### src/rtl/uart_pkg.sv
// Shared definitions for the display controller's serial link.
package uart_pkg;

  typedef enum logic [2:0] {
    ARM   = 3'd0,
    IDLE  = 3'd1,
    START = 3'd2,
    DATA  = 3'd3,
    STOP  = 3'd4
  } uart_rx_state_t;

  // Mid-bit offset used to centre the start-bit sample.
  function automatic int unsigned uart_half(input int unsigned divisor);
    return divisor / 2;
  endfunction

endpackage

### src/rtl/uart_sync.sv
// Multi-flop synchronizer for an asynchronous single-bit input.
module uart_sync #(
  parameter int unsigned depth   = 2,
  parameter logic        rst_val = 1'b1
) (
  input  logic clk,
  input  logic rst,
  input  logic d,
  output logic q
);

  if (depth < 2) begin : g_depth_check
    $error("uart_sync: depth must be at least 2");
  end

  logic [depth-1:0] ff;

  // Shift chain; reset to the line's idle level.
  always_ff @(posedge clk) begin
    if (rst) begin
      ff <= {depth{rst_val}};
    end else begin
      ff <= {ff[depth-2:0], d};
    end
  end

  assign q = ff[depth-1];

endmodule

### src/rtl/uart_rx.sv
// 8N1-style serial receiver: deserialises rxi into bitwidth-bit words.
// Optional macro UART_RX_MAJORITY_EN: take every sample as a 2-of-3 vote
// over the last three synchronized line values.
module uart_rx
  import uart_pkg::*;
#(
  parameter int unsigned bitwidth = 8,
  parameter int unsigned divisor  = 16
) (
  input  logic                clk,
  input  logic                rst,
  input  logic                rxi,
  output logic [bitwidth-1:0] data,
  output logic                valid,
  output logic                ferr,
  output logic                busy
);

  localparam int unsigned cnt_w = $clog2(divisor);
  localparam int unsigned bit_w = $clog2(bitwidth + 1);
  localparam int unsigned half  = uart_half(divisor);

  localparam logic [2:0] S_ARM   = ARM;
  localparam logic [2:0] S_IDLE  = IDLE;
  localparam logic [2:0] S_START = START;
  localparam logic [2:0] S_DATA  = DATA;
  localparam logic [2:0] S_STOP  = STOP;

  if (divisor < 8) begin : g_divisor_check
    $error("uart_rx: divisor must be at least 8");
  end

  logic                rxs;
  logic                sample_c;
  logic [2:0]          state, state_n;
  logic [cnt_w-1:0]    cnt, cnt_n;
  logic [bit_w-1:0]    bit_idx, bit_idx_n;
  logic [bitwidth-1:0] sreg, sreg_n;
  logic [bitwidth-1:0] data_n;
  logic                valid_n, ferr_n, busy_n;

  uart_sync #(
    .depth   (2),
    .rst_val (1'b1)
  ) u_sync (
    .clk (clk),
    .rst (rst),
    .d   (rxi),
    .q   (rxs)
  );

`ifdef UART_RX_MAJORITY_EN
  // Two previous rxs values; with the current rxs they form the 3-sample vote.
  logic [1:0] hist;

  // History of the synchronized line, idle level after reset.
  always_ff @(posedge clk) begin
    if (rst) begin
      hist <= 2'b11;
    end else begin
      hist <= {hist[0], rxs};
    end
  end

  assign sample_c = (rxs & hist[0]) | (rxs & hist[1]) | (hist[0] & hist[1]);
`else
  assign sample_c = rxs;
`endif

  // State, counters and registered outputs.
  always_ff @(posedge clk) begin
    if (rst) begin
      state   <= S_ARM;
      cnt     <= '0;
      bit_idx <= '0;
      sreg    <= '0;
      data    <= '0;
      valid   <= 1'b0;
      ferr    <= 1'b0;
      busy    <= 1'b0;
    end else begin
      state   <= state_n;
      cnt     <= cnt_n;
      bit_idx <= bit_idx_n;
      sreg    <= sreg_n;
      data    <= data_n;
      valid   <= valid_n;
      ferr    <= ferr_n;
      busy    <= busy_n;
    end
  end

  // Next-state, counter and output decode.
  always_comb begin
    state_n   = state;
    cnt_n     = cnt;
    bit_idx_n = bit_idx;
    sreg_n    = sreg;
    data_n    = data;
    valid_n   = 1'b0;
    ferr_n    = 1'b0;

    case (state)
      S_ARM: begin
        // Wait for the line to be high so a held-low line is not a start bit.
        if (rxs) begin
          state_n = S_IDLE;
        end
      end
      S_IDLE: begin
        if (!rxs) begin
          state_n = S_START;
          cnt_n   = '0;
        end
      end
      S_START: begin
        if (cnt == cnt_w'(half - 1)) begin
          if (!sample_c) begin
            state_n   = S_DATA;
            cnt_n     = '0;
            bit_idx_n = '0;
          end else begin
            state_n = S_IDLE;
          end
        end else begin
          cnt_n = cnt + cnt_w'(1);
        end
      end
      S_DATA: begin
        if (cnt == cnt_w'(divisor - 1)) begin
          // LSB arrives first, so shift in from the top.
          sreg_n    = bitwidth'({sample_c, sreg} >> 1);
          cnt_n     = '0;
          bit_idx_n = bit_idx + bit_w'(1);
          if (bit_idx == bit_w'(bitwidth - 1)) begin
            state_n = S_STOP;
          end
        end else begin
          cnt_n = cnt + cnt_w'(1);
        end
      end
      S_STOP: begin
        if (cnt == cnt_w'(divisor - 1)) begin
          if (sample_c) begin
            data_n  = sreg;
            valid_n = 1'b1;
            state_n = S_IDLE;
          end else begin
            ferr_n  = 1'b1;
            state_n = S_ARM;
          end
        end else begin
          cnt_n = cnt + cnt_w'(1);
        end
      end
      default: begin
        state_n = S_ARM;
      end
    endcase

    busy_n = (state_n == S_START) || (state_n == S_DATA) || (state_n == S_STOP);
  end

endmodule

### config.mk
export PLATFORM = sky130hd
export DESIGN_NAME = uart_rx
export DESIGN_NICKNAME = d
export VERILOG_FILES = /design/src/rtl/uart_pkg.sv /design/src/rtl/uart_sync.sv /design/src/rtl/uart_rx.sv
export SDC_FILE = /design/constraint.sdc
export NUM_CORES = 1
export LEC_CHECK = 0
export CORE_MARGIN = 2
export CORE_UTILIZATION = 55
export DETAILED_ROUTE_END_ITERATION = 10
export PLACE_DENSITY_LB_ADDON = 0.1
export SYNTH_ARGS = -nofsm -noshare
export SYNTH_HDL_FRONTEND = slang
export SYNTH_SLANG_ARGS = --single-unit
### constraint.sdc
create_clock -name clk -period 1.7 [get_ports clk]
set_input_delay 0.17 -clock clk [delete_from_list [all_inputs] [get_ports clk]]
set_output_delay 0.17 -clock clk [all_outputs]
set_load 0.01 [all_outputs]
# == After elaboration in Yosys (flattened, before gate mapping) ==
# Cells that the tools add are included.
# totals
inputBits,3
elab_cells,57
out_inout_bits,11
ff_bits,32
# classes
n_addsub,2
mux,20
reduce_logical,10
eq_ne,14
bitwise,2
# op_table
op,count
$mux 4,7
$mux 3,6
$pmux 4 s4,1
$pmux 3 s5,1
$eq 3x2->1 const B,4
$add 4x1->4 const B,2
$eq 4x3->1 const B,2
$ne 2x2->1 const B,4
$pmux 4 s2,1
$eq 3x3->1 const B,2
$eq 4x4->1 const B,1
$reduce_and 2->1,2
$reduce_and 4->1,1
$reduce_bool 4->1,1
$eq 3x1->1 const B,1
$logic_not 3->1,1
$mux 1,3
$reduce_and 3->1,1
$reduce_or 3->1,1
$logic_or 1x1->1,2
$mux 2,1
$not 1->1,2
$reduce_bool 2->1,1

# == Logic depth before layout (Yosys ltp) ==
# logic_depth
ltp_word,7
ltp_mapped,6

# == By module ==
# From an unflattened synthesis, not the netlist that was laid out.
# hier_totals
cells_unflattened,161
hier_area_um2,1462.7
# modules_own_cells
module,area_per_inst_um2,n_inst,seq_area_each_um2,cells_each
uart_rx,1410.1,1,600.6,157
uart_sync,52.6,1,40.0,4

# == Least setup slack after synthesis ==
# No wires, ideal clock.
# synth_path
path_type,register to register
from,register cnt[0]
to,register cnt[0]
period_less_slack_ns,1.473
setup_ns,0.060
slack_ns,0.227
t_required_ns,1.640
t_arrival_ns,1.413
path_stages_with_launch,6
path_cell_list,dfxtp_1 -> ha_1 -> and3_2 -> nor2_1 -> a2111oi_2 -> a22o_1
# synth_via
elab_chain_cells,3
# synth_lines
element,line_no,rtl
"start, declared",uart_rx.sv:36,"logic [cnt_w-1:0] cnt, cnt_n;"
"start signal, assigned",uart_rx.sv:83,cnt <= cnt_n;
"$add 4x1->4, or another cell as far along","uart_rx.sv:126, uart_rx.sv:139, uart_rx.sv:153",
"$mux 4, or another cell as far along",uart_rx.sv:143,if (cnt == cnt_w'(divisor - 1)) begin
$pmux 4 s4 / $reduce_and 2->1 (equally long branches),-,
# Several ways; a longest one is shown, not always the timed one. The select of a mux whose other input is x is not followed.
# A chain may end at the register's enable or synchronous reset.

# == Worst setup path after layout ==
# layout_path
from,register cnt[0]
to,register cnt[1]
# layout_via
elab_chain_cells,3
# layout_lines
element,line_no
"$add 4x1->4, or another cell as far along","uart_rx.sv:126, uart_rx.sv:139, uart_rx.sv:153"
"$mux 4, or another cell as far along",uart_rx.sv:143
$pmux 4 s4 / $reduce_and 2->1 (equally long branches),-
# Several ways; a longest one is shown, not always the timed one. The select of a mux whose other input is x is not followed.

==> results.rst <==
.. list-table::
   :header-rows: 1

   * - Metric
     - Value
   * - Area growth from synthesis to final layout
     - 14.5%
   * - Most used flip-flop cell after synthesis
     - dfxtp_1
   * - Proportion of power drawn by the clock network
     - 31.6%
   * - Synthesized instance count
     - 162
   * - Arrival time of the worst setup path
     - 1860 ps
   * - Number of clock buffers inserted by TritonCTS
     - 5
   * - Met2 GRT Util
     - 35.2%
   * - Maximum clock path buffer count
     - 2
   * - Combinational power share
     - 6.1%
   * - Master cell of the clock root buffer
     - clkbuf_4
   * - TritonCTS clock tree
     - yes
   * - Main combinational cell family by area after synthesis
     - simple AND/OR/NAND/NOR gates
   * - Cell taking the most area after synthesis
     - dfxtp_1
   * - Layout fillers
     - 224
   * - Accumulated negative setup slack
     - 0 ps
   * - Fin Hold WS
     - 400 ps
   * - Number of global-route vias before repair
     - 1,214
   * - Post-Route Utilization
     - 67.1%
   * - Cell area after synthesis
     - 1480 sq um
   * - Area share of the largest cell type after synthesis
     - 43.3%
   * - Floorplan die width
     - 55.9 um
   * - Number of antenna cells inserted
     - 0
   * - Share of synthesized cell area in and, or, nand and nor gates
     - 24.6%
   * - Class of the most critical hold timing path
     - in2reg
   * - Switching power summed over all nets
     - 0.294 mW
   * - Worst-case hold path end point
     - u_sync.ff[0]
   * - Register-to-Register Setup Slack
     - 110 ps
   * - Sum of overflow across all layers after global routing
     - 0
   * - Final count of hold timing violations
     - 0
   * - Clk Latency, worst-skew pair
     - 330 ps
   * - Worst Hold Launch
     - rxi
   * - Final clock period utilization by the worst path
     - 93.6%
   * - Global routing met1 resource utilization
     - 26.2%
   * - Number of warnings reported in the yosys synthesis log
     - 0
   * - Number of synthesized flops with an enable pin
     - 0
   * - Clock transition at path regs
     - 80 ps
   * - Slack of the critical path
     - 109 ps
   * - Clock skew after layout
     - 9.23 ps
   * - Largest vdd supply drop
     - 770 uV
   * - Count of pins over their slew limit
     - 0
   * - Placer congestion estimate
     - 0.846
   * - CTS H-tree lvls
     - 2
   * - Launching point of the worst reg2reg path
     - cnt[0]
   * - # nets final
     - 185
   * - Postcts setup bufs
     - 0
   * - Post-layout min period
     - 1590 ps
   * - Number of nets still failing antenna checks after routing
     - 0
   * - GR peak layer
     - met2
   * - Type of element capturing the critical path
     - flip-flop
   * - Maximum fanout along the worst path
     - 8
   * - Total routing resource utilization after global routing
     - 21.5%
   * - Fraction of power consumed by sequential logic
     - 62.3%
   * - Detailed Routing Iterations Pass 1
     - 4
   * - Mean cell area of the mapped netlist
     - 9.13 sq um
   * - Sort of element at the start of the critical path
     - flip-flop
   * - Number of buffers added on ports
     - 13
   * - Via count
     - 1,204
   * - Capturing point of the worst reg2reg path
     - cnt[1]
   * - Post-Place Worst Slack
     - 38.5 ps
   * - Leading cell type by number of instances after synthesis
     - dfxtp_1
   * - Number of nets produced by synthesis
     - 167
   * - Number of stages on the worst hold path
     - 2
   * - Compound-Gate Fraction of Synth Area
     - 19.0%
   * - Post-synthesis async set-or-reset flop share
     - 0%
   * - Sequential fraction of the synthesis area
     - 43.3%
   * - Area share of fa/ha/maj cells after synthesis
     - 1.69%
   * - Global-route wire length before repair
     - 5.33 mm
   * - Site Rows
     - 18
   * - Switching share of power
     - 23.7%
   * - Final setup violating endpoints
     - 0
   * - Initial antenna violation count
     - 0
   * - Internal cell power
     - 0.945 mW
   * - Detailed placement HPWL
     - 2.16 mm
   * - Initial cell density of the core
     - 58.6%
   * - Worst relative slew slack
     - 67.6%
   * - Data required time of the critical path
     - 1970 ps
   * - Fraction of final layout cells sized beyond drive strength 1
     - 13.3%
   * - Die outline area
     - 3120 sq um
   * - Class of the most critical setup path
     - reg2reg
   * - Post-detailed-routing wire length
     - 3.02 mm
   * - Met3 usage
     - 5.12%
   * - Count of cell types in the netlist
     - 47
   * - Slew at the pin closest to its max-slew limit
     - 485 ps
   * - Worst Setup SP
     - cnt[0]
   * - Static leakage
     - 0.691 nW
   * - Ports
     - 14
   * - Power density over the cells
     - 732 nW/um^2
   * - Vertical die dimension
     - 55.9 um
   * - Fraction of synthesized cell area in xor and xnor cells
     - 0.592%
   * - Routed length per placed instance
     - 14.4 um
   * - Most numerous cell types in the synthesized netlist
     - dfxtp_1 (32), nand2_1 (24), nor2_1 (17)
   * - Via density per instance
     - 5.73
   * - Number of cells traversed by the worst register-to-register path
     - 4
   * - Portion of netlist area occupied by mux cells
     - 5.41%
   * - Maximum number of pins on one net before global-route repair
     - 21
   * - Remaining DRCs
     - 0
   * - Peak clock frequency supported by timing
     - 629 MHz
   * - Dominant cells by area after synthesis
     - dfxtp_1 (43%), nand2_1 (6.1%), mux2i_1 (5.4%)
   * - RSZ-0062 raised after global routing
     - false
   * - Reported max-cap violation count
     - 0
   * - #FFs+latches synth
     - 32
   * - Drt first-iter violations
     - 50
   * - Result of the run
     - finished, final reports clean
   * - # clock sinks
     - 32
   * - Area inside the core boundary
     - 2520 sq um
## registers in the layout, indices dropped and copies added (netlist names)
register,flops
valid,1
data,8
busy,1
sreg,8
u_sync.ff,2
cnt,4
bit_idx,4
ferr,1
state,3
## power groups by stage
stage / clock (mW) / sequential [mW] / combinational, mW
after floorplan: 0 / 0.783 / 0.0558
after global placement: 0 / 0.789 / 0.0720
after detailed placement: 0 / 0.789 / 0.0724
after CTS: 0.405 / 0.772 / 0.0731
after global routing: 0.432 / 0.774 / 0.0842
final: 0.392 / 0.772 / 0.0760
## worst max-delay path by stage
stage | end | depth (start not counted)
finish | cnt[1] | 4
CTS | cnt[1] | 5
detailed placement | cnt[1] | 5
floorplan | cnt[0] | 5
global placement | cnt[0] | 5
global route | cnt[1] | 5
## cell usage in the layout (no fill, tap or decap), types with 2 or more instances in the layout
master            n
nand2b_1          4
and3b_1           2
nor2_1           17
a21oi_1          13
clkdlybuf4s50_1  13
a211oi_1          2
mux2i_1           8
nand3_1           3
clkbuf_4          5
a41oi_1           2
nor2b_1           3
o21bai_1          2
o21ai_0           3
dfxtp_1          32
a311oi_1          2
nand2_1          24
or2_2             2
a21o_1            4
buf_4             8
## worst max-delay path: stages, from the launching register on
cell,delay [ps]
dfxtp_1,410
ha_2,270
nand4bb_1,220
a2111oi_4,460
a32o_1,180
## final cells by class
cell class / instances / area, sq um / area share (%)
clock inverter: 1 / 5.00 / 0.296
clock buffer: 6 / 41.3 / 2.44
multi-input combinational: 119 / 774 / 45.8
sequential: 32 / 641 / 37.8
tap: 30 / 37.5 / 2.22
inverter: 1 / 3.75 / 0.222
timing repair buffer: 21 / 190 / 11.2
## cell families after synthesis
family | count (synthesis)
mux | 8
simple gates | 69
compound gates | 39
flops | 32
buf+inv | 11
xor+xnor | 1
fa+ha+maj | 2
## layer usage
metal,up-vias,part of all wire (%)
met4,0,1.8
met5,-,0
met1,561,45
met3,7,3.9
met2,24,50
li1,612,-
## metrics by stage
stage | power (mW) | cell area (sq um) | cells
after floorplan | 0.839 | 1480 | 162
after global placement | 0.861 | 1630 | 203
after detailed placement | 0.861 | 1630 | 203
after CTS | 1.25 | 1680 | 210
after global routing | 1.29 | 1690 | 210
final | 1.24 | 1690 | 210
## timing repair
item,in CTS,in global routing
resized for setup,0,3
endpoints found under the setup margin,0,6
hold endpoints to repair,0,0
hold buffers,0,0
Power figures use the tool's default switching activity.
